$ cat src/rtl/half_adder_pkg.sv
// Shared constants and helpers for the half_adder cell.
//   CNT_W    : width of the carry-event counter
//   CNT_MAX  : saturation value of the carry-event counter
//   PIPE_MAX : deepest supported pipeline
package half_adder_pkg;

    localparam int unsigned CNT_W    = 16;
    localparam logic [CNT_W-1:0] CNT_MAX = 16'hFFFF;
    localparam int unsigned PIPE_MAX = 4;

    // Increment that sticks at CNT_MAX instead of wrapping.
    function automatic logic [CNT_W-1:0] sat_inc(input logic [CNT_W-1:0] v);
        return (v == CNT_MAX) ? v : v + CNT_W'(1);
    endfunction

endpackage

$ cat src/rtl/half_adder_stage.sv
// One pipeline stage of the half_adder: a valid bit plus a data register
// that loads only when the incoming valid is set, otherwise holds.
//   clk, rst_n  : clock, asynchronous active-low reset
//   prev_valid  : valid from the previous stage
//   prev_data   : data from the previous stage
//   valid       : registered valid
//   data        : registered data (holds last valid payload)
module half_adder_stage #(
    parameter int unsigned W = 2
) (
    input  logic         clk,
    input  logic         rst_n,
    input  logic         prev_valid,
    input  logic [W-1:0] prev_data,
    output logic         valid,
    output logic [W-1:0] data
);

    // Valid follows every cycle; data is gated so idle-cycle garbage never loads.
    always_ff @(posedge clk or negedge rst_n) begin
        if (!rst_n) begin
            valid <= 1'b0;
            data  <= '0;
        end else begin
            valid <= prev_valid;
            if (prev_valid) begin
                data <= prev_data;
            end
        end
    end

endmodule

$ cat src/rtl/half_adder.sv
// Registered adder cell: {c,s} = a + b + (HAS_CIN ? c_in : 0), delivered
// PIPE cycles after a valid input, plus a saturating count of carry-outs.
//   clk, rst_n   : clock, asynchronous active-low reset
//   in_valid     : a/b/c_in qualify this cycle
//   a, b         : WIDTH-bit operands
//   c_in         : carry-in (ignored when HAS_CIN=0)
//   out_valid    : s/c carry a new result this cycle
//   s, c         : sum and carry-out
//   carry_count  : saturating count of valid results with c=1
module half_adder
    import half_adder_pkg::*;
#(
    parameter int unsigned WIDTH   = 1,
    parameter int unsigned PIPE    = 1,
    parameter bit          HAS_CIN = 1'b1
) (
    input  logic             clk,
    input  logic             rst_n,
    input  logic             in_valid,
    input  logic [WIDTH-1:0] a,
    input  logic [WIDTH-1:0] b,
    input  logic             c_in,
    output logic             out_valid,
    output logic [WIDTH-1:0] s,
    output logic             c,
    output logic [CNT_W-1:0] carry_count
);

    localparam int unsigned DW = WIDTH + 1;

    // Elaboration-time parameter range checks.
    if (WIDTH < 1 || WIDTH > 32) begin : g_bad_width
        $error("half_adder: WIDTH must be 1..32");
    end
    if (PIPE < 1 || PIPE > PIPE_MAX) begin : g_bad_pipe
        $error("half_adder: PIPE must be 1..PIPE_MAX");
    end

    logic          cin_eff_c;
    logic [DW-1:0] sum_c;

    // Zero-extended add; the extra bit is the carry-out.
    always_comb begin
        cin_eff_c = HAS_CIN ? c_in : 1'b0;
        sum_c     = DW'(a) + DW'(b) + DW'(cin_eff_c);
    end

    logic [PIPE:0] vld;
    logic [DW-1:0] dat [PIPE+1];

    assign vld[0] = in_valid;
    assign dat[0] = sum_c;

    // Pipeline of valid-gated stages.
    for (genvar i = 0; i < PIPE; i++) begin : g_stage
        half_adder_stage #(
            .W (DW)
        ) u_stage (
            .clk        (clk),
            .rst_n      (rst_n),
            .prev_valid (vld[i]),
            .prev_data  (dat[i]),
            .valid      (vld[i+1]),
            .data       (dat[i+1])
        );
    end

    assign out_valid = vld[PIPE];
    assign {c, s}    = dat[PIPE];

    // Count presented results that carried out; sticks at CNT_MAX.
    always_ff @(posedge clk or negedge rst_n) begin
        if (!rst_n) begin
            carry_count <= '0;
        end else if (out_valid && c) begin
            carry_count <= sat_inc(carry_count);
        end
    end

endmodule

$ cat config.mk
export PLATFORM = sky130hd
export DESIGN_NAME = half_adder
export DESIGN_NICKNAME = d
export VERILOG_FILES = /design/src/rtl/half_adder_pkg.sv /design/src/rtl/half_adder_stage.sv /design/src/rtl/half_adder.sv
export SDC_FILE = /design/constraint.sdc
export NUM_CORES = 1
export LEC_CHECK = 0
export ABC_CLOCK_PERIOD_IN_PS = 1500
export CORE_MARGIN = 10
export CORE_UTILIZATION = 42
export CTS_CLUSTER_SIZE = 24
export DETAILED_ROUTE_END_ITERATION = 12
export PLACE_DENSITY = 0.83
export SLEW_MARGIN = 20
export SYNTH_ARGS = -nofsm -noshare
export SYNTH_HDL_FRONTEND = slang
export SYNTH_HIERARCHICAL = 1
export SYNTH_SLANG_ARGS = --single-unit
$ cat constraint.sdc
create_clock -name clk -period 1.5 [get_ports clk]
set_input_delay 0.225 -clock clk [delete_from_list [all_inputs] [get_ports clk]]
set_output_delay 0.225 -clock clk [all_outputs]
set_load 0.05 [all_outputs]
==> impl_metrics.yaml, run 1 <==
status:
  outcome: "finished, violations left"
  violations: "negative setup slack"
job:
  drv_cap: 0
synthesis:
  synth_edf_count: 0
  netlist.area_leader.share_pct: 49.7
  synthFlopType: "dfrtp_1"
  async_flop_share_pct: 100
  synth_most_common_cell: "dfrtp_1"
  yosysWarnings: 6
  netlist_instances: 80
  yosysTopAreaCell: "dfrtp_1"
  synth.avg_cell_area_um2: 11.9
  yosys_register_bits: 19
  syn_area_um2: 956
  synthDistinctLibCells: 30
  synth_area_leaders: "dfrtp_1 (50%), xor2_1 (8.2%), xnor2_1 (4.6%)"
  ys_top_cells_by_count: "dfrtp_1 (19), xor2_1 (9), nand2_1 (7)"
  synth_nets: 88
  yosysSeqAreaShare_pct: 49.7
power_and_ir_drop:
  leakage_nw: 0.761
  p_per_area_nw_per_um2: 1200
  ir_drop_uv: 1310
global_routing:
  grt_max_degree: 20
  antenna_found_initial: 0
  grt_pass1_vias: 987
  grt_pass1_wl_mm: 4.58
  grt_use_total_pct: 13.2
  overflow: 0
place:
  io_buffer_count: 24
  dp_hpwl_mm: 2.07
  postPlaceCellArea_um2: 1620
  place_congestion: 0.862
timing:
  max_slew.worst_pin.slew_ns: 0.282
  rsz0062_at_grt: "true"
  fin_crit_ns: 1.54
  finalSetupViolCount: 6
  report.final.slew_viol_count: 0
  hold_ws_ns: 0.214
  period_share_pct: 102
  relSlewSlack_pct: 81.2
  fmax_ghz: 0.651
  hold_viol: 0
  skew_ns: 0.00561
  final.setup.worst_slack_ns: -0.0368
clocking:
  clock-sinks: 19
  cts_made_buffers: 3
  cts_tree: "done"
  ctsHtreeMaxLevel: 1
  clk_path_buf_depth: 2
  cts.clk_slew.worst_paths_ns: 0.12
  clk_latency_ns: 0.33
  cts_root_buffer: "clkbuf_4"
critical_path:
  worst_path_largest_cell_delay_ns: 0.39
  endpoint_kind: "register"
  crit_chain: "nand3_2, buf_4, nor3_2, and2b_2, mux2_4"
  cp_max_fo: 4
  crit_required_ns: 1.72
  crit_type: "register to register"
  setup.worst_path.start: "carry_count[9]$_DFFE_PN0P_"
  cpMaxStageDelayCell: "dfrtp_2"
  arrival_ns: 1.76
  r2r_cells: 5
  timing.rr.start: "carry_count[9]$_DFFE_PN0P_"
  startpoint_type: "register"
floorplanning:
  die_area_um2: 4580
  core_area_um2: 2190
  start_util_pct: 43.6
  boundaryPins: 25
  fp.dieH_um: 67.7
  rows: 17
  dieWidth_um: 67.7
min_path:
  hp-class: "input port to asynchronous set/reset pin"
detailed_routing:
  wl_mm: 3.10
  wl_per_cell_um: 18.9
  via_per_inst: 5.54
  ant_nets: 0
  via_count: 908
  firstDrtPassIters: 4
  drt_iter0_drc: 35
  drcViolationCount: 0
finish:
  nNetsFinal: 145
  fin_area_um2: 1800
  diodes: 0
  syn_to_final_growth_pct: 87.8
  drive_gt1_share_pct: 70.6
  n_fill_cell: 100
-- state kept, by name, summed over array words and instances, names as in the netlist --
name	flops
g_stage.u_stage/valid	1
g_stage.u_stage/data	2
carry_count	16
-- per-layer routing --
layer | GRT usage, % | vias up | share of wire (%)
met1 | 13.3 | 451 | 39
li1 | - | 399 | -
met3 | 3.64 | 12 | 6.5
met5 | 0 | - | 0
met2 | 23.8 | 46 | 50
met4 | 7.44 | 0 | 4.7
-- final timing paths --
path	endpoint	slack (ns)
setup / recovery	carry_count[12]$_DFFE_PN0P_	-0.04
hold / removal	carry_count[8]$_DFFE_PN0P_	0.21
setup reg to reg	carry_count[12]$_DFFE_PN0P_	-0.04
hold reg to reg	g_stage[0].u_stage/data[0]$_DFFE_PN0P_	0.55
max in group asynchronous	carry_count[13]$_DFFE_PN0P_	1.06
min in group clk	g_stage[0].u_stage/valid$_DFF_PN0_	0.39
-- where the power goes --
| part | internal, mW | switching, mW | total (mW) | leakage (nW) |
|---|---|---|---|---|
| logic | 0.557 | 0.593 | 1.15 | 0.520 |
| clock network | 0.100 | 0.194 | 0.295 | 0.0177 |
| registers | 0.612 | 0.0960 | 0.708 | 0.223 |
-- per-stage QoR --
stage | worst slack [ns] | TNS (ns) | power, mW | utilization, % | cells
floorplan | -0.280 | -1.91 | 1.20 | - | 80
global placement | -0.0413 | -0.109 | 1.77 | 74.1 | 156
detailed placement | -0.132 | -0.563 | 1.79 | 74.1 | 156
CTS | -0.0478 | -0.0767 | 2.08 | 77.4 | 160
global route | -0.120 | -0.895 | 2.23 | 82.0 | 164
finish | -0.0368 | -0.0967 | 2.15 | 82.0 | 164
-- cell families after synthesis --
group / synth area share (%)
buf+inv: 1.44
compound gates: 5.37
fa+ha+maj: 3.40
mux: 5.10
xor+xnor: 12.8
flops: 49.7
simple gates: 22.1
-- layout make-up --
class	count	area (um2)	share of cell area [%]
multi-input combinational	58	609	33.9
inverter	1	3.75	0.209
timing repair buffer	54	622	34.6
clock inverter	1	5.00	0.279
tap	28	35.0	1.95
clock buffer	3	22.5	1.25
sequential	19	498	27.7
-- critical path: cells and delay by family (launching register included) --
kind / cells / cell delay, ns
buffers and inverters: 1 / 0.20
and+or+nand+nor: 3 / 0.55
DFF: 1 / 0.39
muxes: 1 / 0.29
-- timing repair --
item	CTS	global route
endpoints found under the setup margin	11	15
pin swaps	4	11
endpoints found under the hold margin	0	0
buffers inserted	0	4
resized for setup	9	11
hold buffers	0	0
-- placed cells by master (no fill, tap or decap), types with 2 or more instances in the layout --
master,instances
nor3_2,2
clkbuf_4,3
nand3_1,2
dfrtp_2,18
nand4b_1,2
buf_12,16
mux2_4,2
xnor2_1,5
nand4_1,3
nand2_1,7
nand3_2,2
mux2_2,2
xor2_1,9
clkdlybuf4s50_1,5
nor4_4,2
buf_4,32
(Power assumes the default switching activity.)
==> run 2: changes to the inputs <==
CORE_UTILIZATION = 44   (was 42)
CTS_BUF_LIST = sky130_fd_sc_hd__clkbuf_4 sky130_fd_sc_hd__clkbuf_8   (was unset)
PLACE_DENSITY = 0.86   (was 0.83)
==> run 2 against run 1 <==
Net effect: the run still ends with negative setup slack left; non-clock buffer count shrank 1; core utilization grew 5.4 points; routed wire length grew 9.0%; highest routed layer unchanged; worst setup slack lost 0.14 ns; combinational power is essentially flat; sequential power grew 2%; maximum frequency shrank 8.3%; total power grew 0.71%.
==> impl_metrics.yaml, run 2 (same netlist as run 1, synthesis figures left out) <==
finish:
  syn_to_final_growth_pct: 84.7
  regArea_um2: 498
  largest_register_ffs: 16
  diodes: 0
  drive_gt1_share_pct: 69.6
  final_cell_mix: "buf_4 (32), dfrtp_2 (18), buf_12 (16)"
  top_register: "carry_count"
  n_fill_cell: 91
  largest_registers: "carry_count x16, g_stage.u_stage/data x2, g_stage.u_stage/valid x1"
  layout_commonest_cell: "buf_4"
  nNetsFinal: 144
  multiInputGateArea_um2: 589
  fin_area_um2: 1770
critical_path:
  arrival_ns: 1.87
  crit_type: "register to register"
  critPathTopFamily: "simple AND/OR/NAND/NOR gates"
  cpMaxStageDelayCell: "dfrtp_2"
  cp_max_fo: 4
  worst_path_largest_cell_delay_ns: 0.42
  critical_path.n_buffers_inverters: 2
  crit_required_ns: 1.69
  endpoint_kind: "register"
  crit_chain: "buf_4, nand4_1, buf_4, nor3_2, nand4b_1, xnor2_1"
  startpoint_type: "register"
  cp_common_cell: "buf_4"
place:
  postPlaceCellArea_um2: 1620
  io_buffer_count: 24
  place_ws_ns: -0.142
  place_congestion: 0.898
  dp_hpwl_mm: 2.03
floorplanning:
  core_area_um2: 2020
  rows: 16
  dieWidth_um: 66.6
  start_util_pct: 47.3
  fp.dieH_um: 66.6
  die_area_um2: 4440
  boundaryPins: 25
clocking:
  clk_path_buf_depth: 2
  cts_made_buffers: 3
  clock-sinks: 19
  cts.clk_slew.worst_paths_ns: 0.11
  cts_root_buffer: "clkbuf_4"
  clk_latency_ns: 0.30
  ctsHtreeMaxLevel: 1
  cts_tree: "done"
timing:
  period_share_pct: 112
  rsz0062_at_grt: "true"
  hold_viol: 0
  skew_ns: 0.00458
  fmax_ghz: 0.597
  max_slew.worst_pin.slew_ns: 0.349
  finalSetupViolCount: 10
  relSlewSlack_pct: 76.6
  final.setup.worst_slack_ns: -0.175
  final.setup.tns_ns: -1.14
  report.final.slew_viol_count: 0
  fin_crit_ns: 1.68
power_and_ir_drop:
  p_clk_share_pct: 13.2
  total_power_mw: 2.17
  p_per_area_nw_per_um2: 1230
  ir_drop_uv: 1280
  p_comb_share_pct: 53.5
  p_int_mw: 1.29
  seqPwrFrac_pct: 33.3
  leakage_nw: 0.753
  sw_frac_of_total_pct: 40.6
  p_sw_mw: 0.880
detailed_routing:
  drcViolationCount: 0
  wl_mm: 3.38
  wl_per_cell_um: 20.9
  drt_iter0_drc: 44
  via_count: 896
  firstDrtPassIters: 4
  via_per_inst: 5.53
  ant_nets: 0
global_routing:
  met2_usage_pct: 23.8
  grt_most_used_layer: "met2"
  grt_max_degree: 20
  overflow: 0
  use_met1_pct: 15.7
  antenna_found_initial: 0
  grt_pass1_wl_mm: 4.79
  grt_pass1_vias: 945
  use_met3_pct: 4.18
  grt_use_total_pct: 13.8
job:
  drv_cap: 0
status:
  violations: "negative setup slack"
  outcome: "finished, violations left"
min_path:
  hp-class: "input port to asynchronous set/reset pin"
==> run 2: per-layer routing <==
metal / up-vias / part of all wire [%] / wire (um)
li1: 397 / - / -
met1: 450 / 41 / 1400
met2: 41 / 50 / 1690
met3: 8 / 6.2 / 210
met4: 0 / 2.3 / 79
met5: - / 0 / 0
==> run 2: power by group through the flow <==
stage | clock (mW) | combinational (mW) | sequential [mW]
after floorplan | 0 | 0.158 | 1.05
after global placement | 0 | 1.07 | 0.709
after detailed placement | 0 | 1.09 | 0.718
after CTS | 0.289 | 1.11 | 0.710
after global routing | 0.310 | 1.21 | 0.730
final | 0.287 | 1.16 | 0.721
==> run 2: metrics by stage <==
| step | hold WS, ns | cells | util [%] |
|---|---|---|---|
| after global routing | 0.283 | 162 | 87.3 |
| after floorplan | -0.0706 | 80 | - |
| after detailed placement | 0.514 | 155 | 80.2 |
| after global placement | 0.495 | 155 | 80.2 |
| after CTS | 0.263 | 159 | 83.7 |
| final | 0.256 | 162 | 87.3 |
==> run 2: final timing paths <==
| path | startpoint | to | slack (ns) | cells past startpoint |
|---|---|---|---|---|
| worst max-delay path | carry_count[1]$_DFFE_PN0P_ | carry_count[9]$_DFFE_PN0P_ | -0.18 | 6 |
| worst min-delay path | rst_n | carry_count[14]$_DFFE_PN0P_ | 0.26 | 2 |
| worst min register to register | g_stage[0].u_stage/data[0]$_DFFE_PN0P_ | g_stage[0].u_stage/data[0]$_DFFE_PN0P_ | 0.56 | 1 |
| max in group asynchronous | rst_n | carry_count[10]$_DFFE_PN0P_ | 1.01 | 2 |
| min in group clk | in_valid | g_stage[0].u_stage/valid$_DFF_PN0_ | 0.42 | 1 |
| worst max register to register | carry_count[1]$_DFFE_PN0P_ | carry_count[9]$_DFFE_PN0P_ | -0.18 | 6 |
==> run 2: final cells by class <==
| class | instances | share of cell area [%] |
|---|---|---|
| inverter | 1 | 0.213 |
| sequential | 19 | 28.2 |
| timing repair buffer | 53 | 34.6 |
| tap | 27 | 1.91 |
| clock buffer | 4 | 1.70 |
| multi-input combinational | 58 | 33.4 |
==> run 2: timing repair <==
| action | 4_1_cts | 5_1_grt |
|---|---|---|
| hold buffers | 0 | 0 |
| buffers inserted | 0 | 3 |
| gates resized for setup | 8 | 9 |
| pin swaps | 1 | 9 |
| setup endpoints to repair | 13 | 16 |
==> run 2: worst register-to-register path, stage by stage, from the launching register on <==
cell      delay [ns]
dfrtp_2         0.42
buf_4           0.16
nand4_1         0.12
buf_4           0.18
nor3_2          0.31
nand4b_1        0.21
xnor2_1         0.17
